[src/rtl/digit_scan_mux.sv]
// rtl/digit_scan_mux.sv - multiplexed BCD display scanner feeding a 7-segment decoder
//
// Ports:
//   clk, rst_n       system clock, synchronous active-low reset
//   load, digits_in  capture request and packed BCD frame (nibble i = digit i)
//   ready            pending buffer empty, a load will be accepted
//   bcd              digit currently presented to the decoder
//   dec_valid        decoder's valid flag for bcd (combinational return)
//   an               one-hot active-high digit enable, all-zero = dark
//   blank            current slot is blanked (leading zero)
//   digit_idx        index of the current slot
//   err, err_clr     sticky invalid-digit flag and its clear

module digit_scan_mux #(
    parameter int NUM_DIGITS = 4,
    parameter int SCAN_DIV   = 50000,
    parameter int DIV_WIDTH  = 16,
    parameter int BLANK_LZ   = 1,
    localparam int IDX_W     = $clog2(NUM_DIGITS)
) (
    input  logic                    clk,
    input  logic                    rst_n,
    input  logic                    load,
    input  logic [4*NUM_DIGITS-1:0] digits_in,
    output logic                    ready,
    output logic [3:0]              bcd,
    input  logic                    dec_valid,
    output logic [NUM_DIGITS-1:0]   an,
    output logic                    blank,
    output logic [IDX_W-1:0]        digit_idx,
    output logic                    err,
    input  logic                    err_clr
);

    logic [DIV_WIDTH-1:0]    cnt_q, cnt_d;
    logic [IDX_W-1:0]        idx_q, idx_d;
    logic [4*NUM_DIGITS-1:0] active_q, active_d;
    logic [4*NUM_DIGITS-1:0] pending_q, pending_d;
    logic                    pend_full_q, pend_full_d;
    logic [3:0]              bcd_q, bcd_d;
    logic                    blank_q, blank_d;
    logic [NUM_DIGITS-1:0]   an_q, an_d;
    logic                    err_q, err_d;

    logic                    tick;
    logic                    wrap;
    logic                    upper_zero;
    logic [NUM_DIGITS-1:0]   blank_vec;
    logic [3:0]              bcd_sel;
    logic                    blank_sel;

    always_comb begin
        tick = (cnt_q == DIV_WIDTH'(SCAN_DIV - 1));
        wrap = (idx_q == IDX_W'(NUM_DIGITS - 1));

        cnt_d       = tick ? '0 : cnt_q + 1'b1;
        idx_d       = idx_q;
        active_d    = active_q;
        pending_d   = pending_q;
        pend_full_d = pend_full_q;
        bcd_d       = bcd_q;
        blank_d     = blank_q;
        an_d        = an_q;
        err_d       = err_q;

        if (tick) begin
            idx_d = wrap ? '0 : idx_q + 1'b1;
        end

        // Frame transfer needs pending full, a load needs it empty, so the
        // two never compete; the transfer always carries the older frame.
        if (tick && wrap && pend_full_q) begin
            active_d    = pending_q;
            pend_full_d = 1'b0;
        end else if (load && !pend_full_q) begin
            pending_d   = digits_in;
            pend_full_d = 1'b1;
        end

        // Walk from the most significant digit down; a digit is a leading
        // zero while everything above it (and itself) is zero.
        upper_zero = 1'b1;
        blank_vec  = '0;
        for (int i = NUM_DIGITS - 1; i >= 0; i--) begin
            upper_zero   = upper_zero && (active_d[4*i +: 4] == 4'd0);
            blank_vec[i] = (BLANK_LZ != 0) && (i > 0) && upper_zero;
        end

        // Slot contents are taken from the post-transfer frame so the first
        // slot of a new frame already shows new data.
        bcd_sel   = '0;
        blank_sel = 1'b0;
        for (int i = 0; i < NUM_DIGITS; i++) begin
            if (IDX_W'(i) == idx_d) begin
                bcd_sel   = active_d[4*i +: 4];
                blank_sel = blank_vec[i];
            end
        end

        if (tick) begin
            bcd_d   = bcd_sel;
            blank_d = blank_sel;
            an_d    = '0;               // dead cycle while bcd settles
        end else begin
            for (int i = 0; i < NUM_DIGITS; i++) begin
                an_d[i] = !blank_q && (IDX_W'(i) == idx_q);
            end
        end

        // Only a lit slot can flag an error; set beats clear.
        if ((an_q != '0) && !dec_valid) begin
            err_d = 1'b1;
        end else if (err_clr) begin
            err_d = 1'b0;
        end
    end

    always_ff @(posedge clk) begin
        if (!rst_n) begin
            cnt_q       <= '0;
            idx_q       <= '0;
            active_q    <= '0;
            pending_q   <= '0;
            pend_full_q <= 1'b0;
            bcd_q       <= '0;
            blank_q     <= 1'b0;
            an_q        <= NUM_DIGITS'(1);
            err_q       <= 1'b0;
        end else begin
            cnt_q       <= cnt_d;
            idx_q       <= idx_d;
            active_q    <= active_d;
            pending_q   <= pending_d;
            pend_full_q <= pend_full_d;
            bcd_q       <= bcd_d;
            blank_q     <= blank_d;
            an_q        <= an_d;
            err_q       <= err_d;
        end
    end

    assign ready     = !pend_full_q;
    assign bcd       = bcd_q;
    assign an        = an_q;
    assign blank     = blank_q;
    assign digit_idx = idx_q;
    assign err       = err_q;

endmodule
[config.mk]
export PLATFORM = sky130hd
export DESIGN_NAME = digit_scan_mux
export DESIGN_NICKNAME = d
export VERILOG_FILES = /design/src/rtl/digit_scan_mux.sv
export SDC_FILE = /design/constraint.sdc
export NUM_CORES = 1
export LEC_CHECK = 0
export BUFFER_PORTS_ARGS = -buffer_cell sky130_fd_sc_hd__buf_2
export CORE_ASPECT_RATIO = 0.75
export CORE_MARGIN = 3
export CORE_UTILIZATION = 60
export CTS_CLUSTER_SIZE = 40
export DETAILED_ROUTE_END_ITERATION = 10
export GPL_TIMING_DRIVEN = 0
export HOLD_SLACK_MARGIN = 0.02
export MAX_ROUTING_LAYER = met4
export PLACE_DENSITY = 0.9
export SLEW_MARGIN = 20
export SYNTH_ARGS = -nofsm -noshare
export SYNTH_HDL_FRONTEND = slang
export SYNTH_SLANG_ARGS = --single-unit
export TNS_END_PERCENT = 50
[constraint.sdc]
create_clock -name clk -period 3.7 [get_ports clk]
set_clock_uncertainty 0.05 [all_clocks]
set_input_delay 0.37 -clock clk [delete_from_list [all_inputs] [get_ports clk]]
set_output_delay 0.37 -clock clk [all_outputs]
set_load 0.005 [all_outputs]
==> results.cfg <==
[outcome]
status = complete, no violations

[route]
drc_errors = 0
ant_nets = 0
drt-wirelength-per-cell_um = 15.2
drt_first_pass_iters = 5
drt-vias-per-instance = 6.04
vias = 2556
wirelength_um = 6450
first_iter_violations = 268

[floorplanning]
core-area_sq_um = 4130
dieArea_sq_um = 5180
io_pins = 34
start_util_pct = 63.2
rows = 20
fp.dieH_um = 63.1
die_x_um = 82.1

[clock_tree]
cts.clk_slew.worst_paths_ns = 0.07
cts_sinks = 61
cts_buffers = 9
clk_latency_ns = 0.34
cts_hold_buf = 0
h-tree-depth = 3
cts-root-buf = clkbuf_8
cts_tree = yes
ctsResizeCount = 0
cts.path.max_buffers = 2
cts_setup_buffers = 0

[global_route]
grt_max_degree = 11
grt_pass1_vias = 2273
antenna_found_initial = 0
grt_use_total_pct = 28.0
gr-total-overflow = 0
grt_pass1_wl_um = 10600

[synthesis]
syn_inst = 320
synth.area.mux_share_pct = 3.17
yosysSeqAreaShare_pct = 46.8
synth.top_cells.by_area = dfxtp_1 (47%), nand2_1 (12%), a21oi_1 (9.2%), nor2_1 (3.5%), xor2_1 (2.7%)
synth_area_per_cell_sq_um = 8.15
synthAdderAreaFrac_pct = 2.40
syn_area_sq_um = 2610
synth_top_area_cell = dfxtp_1
ys_ff_latch = 61
synth_top_area_share_pct = 46.8
synth_fp_nets = 346
synth_compound_area_share_pct = 15.9
synth_xor_area_share_pct = 3.36
ys_warn_count = 0
synth.distinct_cells = 37
synthSimpleGateAreaFrac_pct = 25.0
synth_top_family_by_area = simple AND/OR/NAND/NOR gates

[job]
drv_cap = 0

[worst_hold_path]
min_from = digits_in[1]
hp-class = in -> reg

[finish]
diodes = 0
fin_util_pct = 73.4
area_growth_pct = 16.1
fin_cells = 423
drive_gt1_share_pct = 15.5
seqCellArea_sq_um = 1220
fillers = 342
multi_input_area_sq_um = 1300
final_nets = 389

[power]
ir_drop_v = 0.000330
p_clk_share_pct = 43.8
total_leakage_power_nw = 1.15
switching_power_uw = 299
fin_total_pwr_mw = 1.32
power_frac_seq_pct = 52.0
combPwrFrac_pct = 4.3
switching_share_pct = 22.7
internal_power_mw = 1.02
power_density_nw_per_um2 = 435

[sta]
tightest_slew_ns = 0.606
hold_viol = 0
finalSetupViolCount = 0
period_minus_slack_ns = 2.61
rsz0062_at_grt = false
slew_viol_final = 0
relSlewSlack_pct = 59.6
fin_tns_setup_ns = 0
fin_worst_hold_slack_ns = 0.210
period_share_pct = 70.5
timing.fmax_mhz = 384

[worst_setup_path]
worstSetupEndpointType = flop
crit_path_cell_trace = inv_1 > ha_1 > clkbuf_1 > inv_1 > mux4_2 > and3_1 > a21oi_1 > o22ai_1
crit_type = reg -> reg
worstPathArrival_ns = 2.76
cp-startpoint = digit_idx[0]$_SDFF_PN0_
r2r_start = digit_idx[0]$_SDFF_PN0_
cp_top_family = buffers and inverters
cp.required_ns = 3.86
reg2reg_slack_ns = 1.09
worstSetupStartpointType = flop
path_common_cell = inv_1
path_buf_inv = 3
max_stage_delay_ns = 0.47
slowest_stage = clkbuf_1
critical_path_peak_fanout = 10

[place]
io_buffers = 32
gp_congestion = 0.959
dp.cells = 407
dp_hpwl_um = 4560
cell usage after synthesis (all sizes together):
cell type and count:
o2111ai 1, clkbuf 10, o31ai 1, dfxtp 61, nand4b 2, o221ai 6, mux2i 6, nand4 1
nand2b 1, or4 2, nor2b 1, inv 7, nand4bb 1, nor3 2, ha 5, xor2 8
nor2 24, o41ai 3, nand3 7, mux4 1, xnor2 2, a21oi 49, buf 5, and3 6
or3 4, o22ai 2, o21ai 9, a21boi 1, nand2 83, nor4 4, and2 5
routing by layer:
layer	track usage [%]	part of all wire [%]	wire length, um
met1	36.0	43	2780
met2	39.3	45	2900
met3	9.14	9.7	623
met4	13.9	2.3	150
met5	-	0	0
final timing paths:
path / end / depth (start not counted)
worst max-delay path: bcd[3]$_SDFFE_PN0N_ / 8
worst min-delay path: pending_q[1]$_SDFFE_PN0P_ / 3
worst max register to register: bcd[3]$_SDFFE_PN0N_ / 8
worst min register to register: pending_q[5]$_SDFFE_PN0P_ / 2
tightest hold or removal path: stages:
cell     delay, ns
buf_2         0.09
nand2_1       0.04
a21oi_1       0.05
cell type report:
type	instances	area share, %
buffer	15	2.02
clock buffer	11	4.67
clock inverter	5	1.65
inverter	7	0.867
multi-input combinational	237	42.9
sequential	61	40.3
tap	55	2.27
timing repair buffer	32	5.29
power groups by stage:
stage	combinational (mW)	clock, mW	sequential, mW
global placement	0.0532	0	0.698
floorplan	0.0342	0	0.694
detailed placement	0.0556	0	0.698
global route	0.0651	0.612	0.685
CTS	0.0562	0.580	0.684
finish	0.0561	0.576	0.684
kinds of logic (layout without fill, tap and decap cells):
| logic type | Yosys count | after routing |
|---|---|---|
| xor gates and xnor gates | 10 | 10 |
| adders and majority gates | 5 | 5 |
| AOI/OAI and AO/OA | 72 | 72 |
| buffers and inverters | 22 | 70 |
| and+or+nand+nor | 143 | 143 |
| DFF | 61 | 61 |
| muxes | 7 | 7 |
stage by stage:
| step | worst slack (ns) | area (sq um) |
|---|---|---|
| after CTS | 1.17 | 3030 |
| after detailed placement | 1.21 | 2840 |
| final | 1.09 | 3030 |
| after global routing | 0.998 | 3030 |
| after floorplan | 1.53 | 2610 |
| after global placement | 1.28 | 2840 |
flip-flops by register name, summed over array words and instances, names as in the netlist:
register and cells:
bcd 4, cnt_q 16, digit_idx 2, an 4, pending_q 16, blank 1, pend_full_q 1, err 1
active_q 16
layout by cell type, fill, tap and decap left out, types with 3 or more instances in the layout:
cell,count
dfxtp_1,61
o21ai_0,8
xor2_1,8
clkbuf_1,11
o221ai_1,6
a21oi_1,48
or3_1,4
nor2_1,24
inv_1,7
o41ai_1,3
clkinv_2,4
nand3_1,7
and2_1,5
mux2i_1,6
clkbuf_8,10
buf_2,36
nand2_1,83
and3_1,6
ha_1,5
Power figures use the tool's default switching activity.
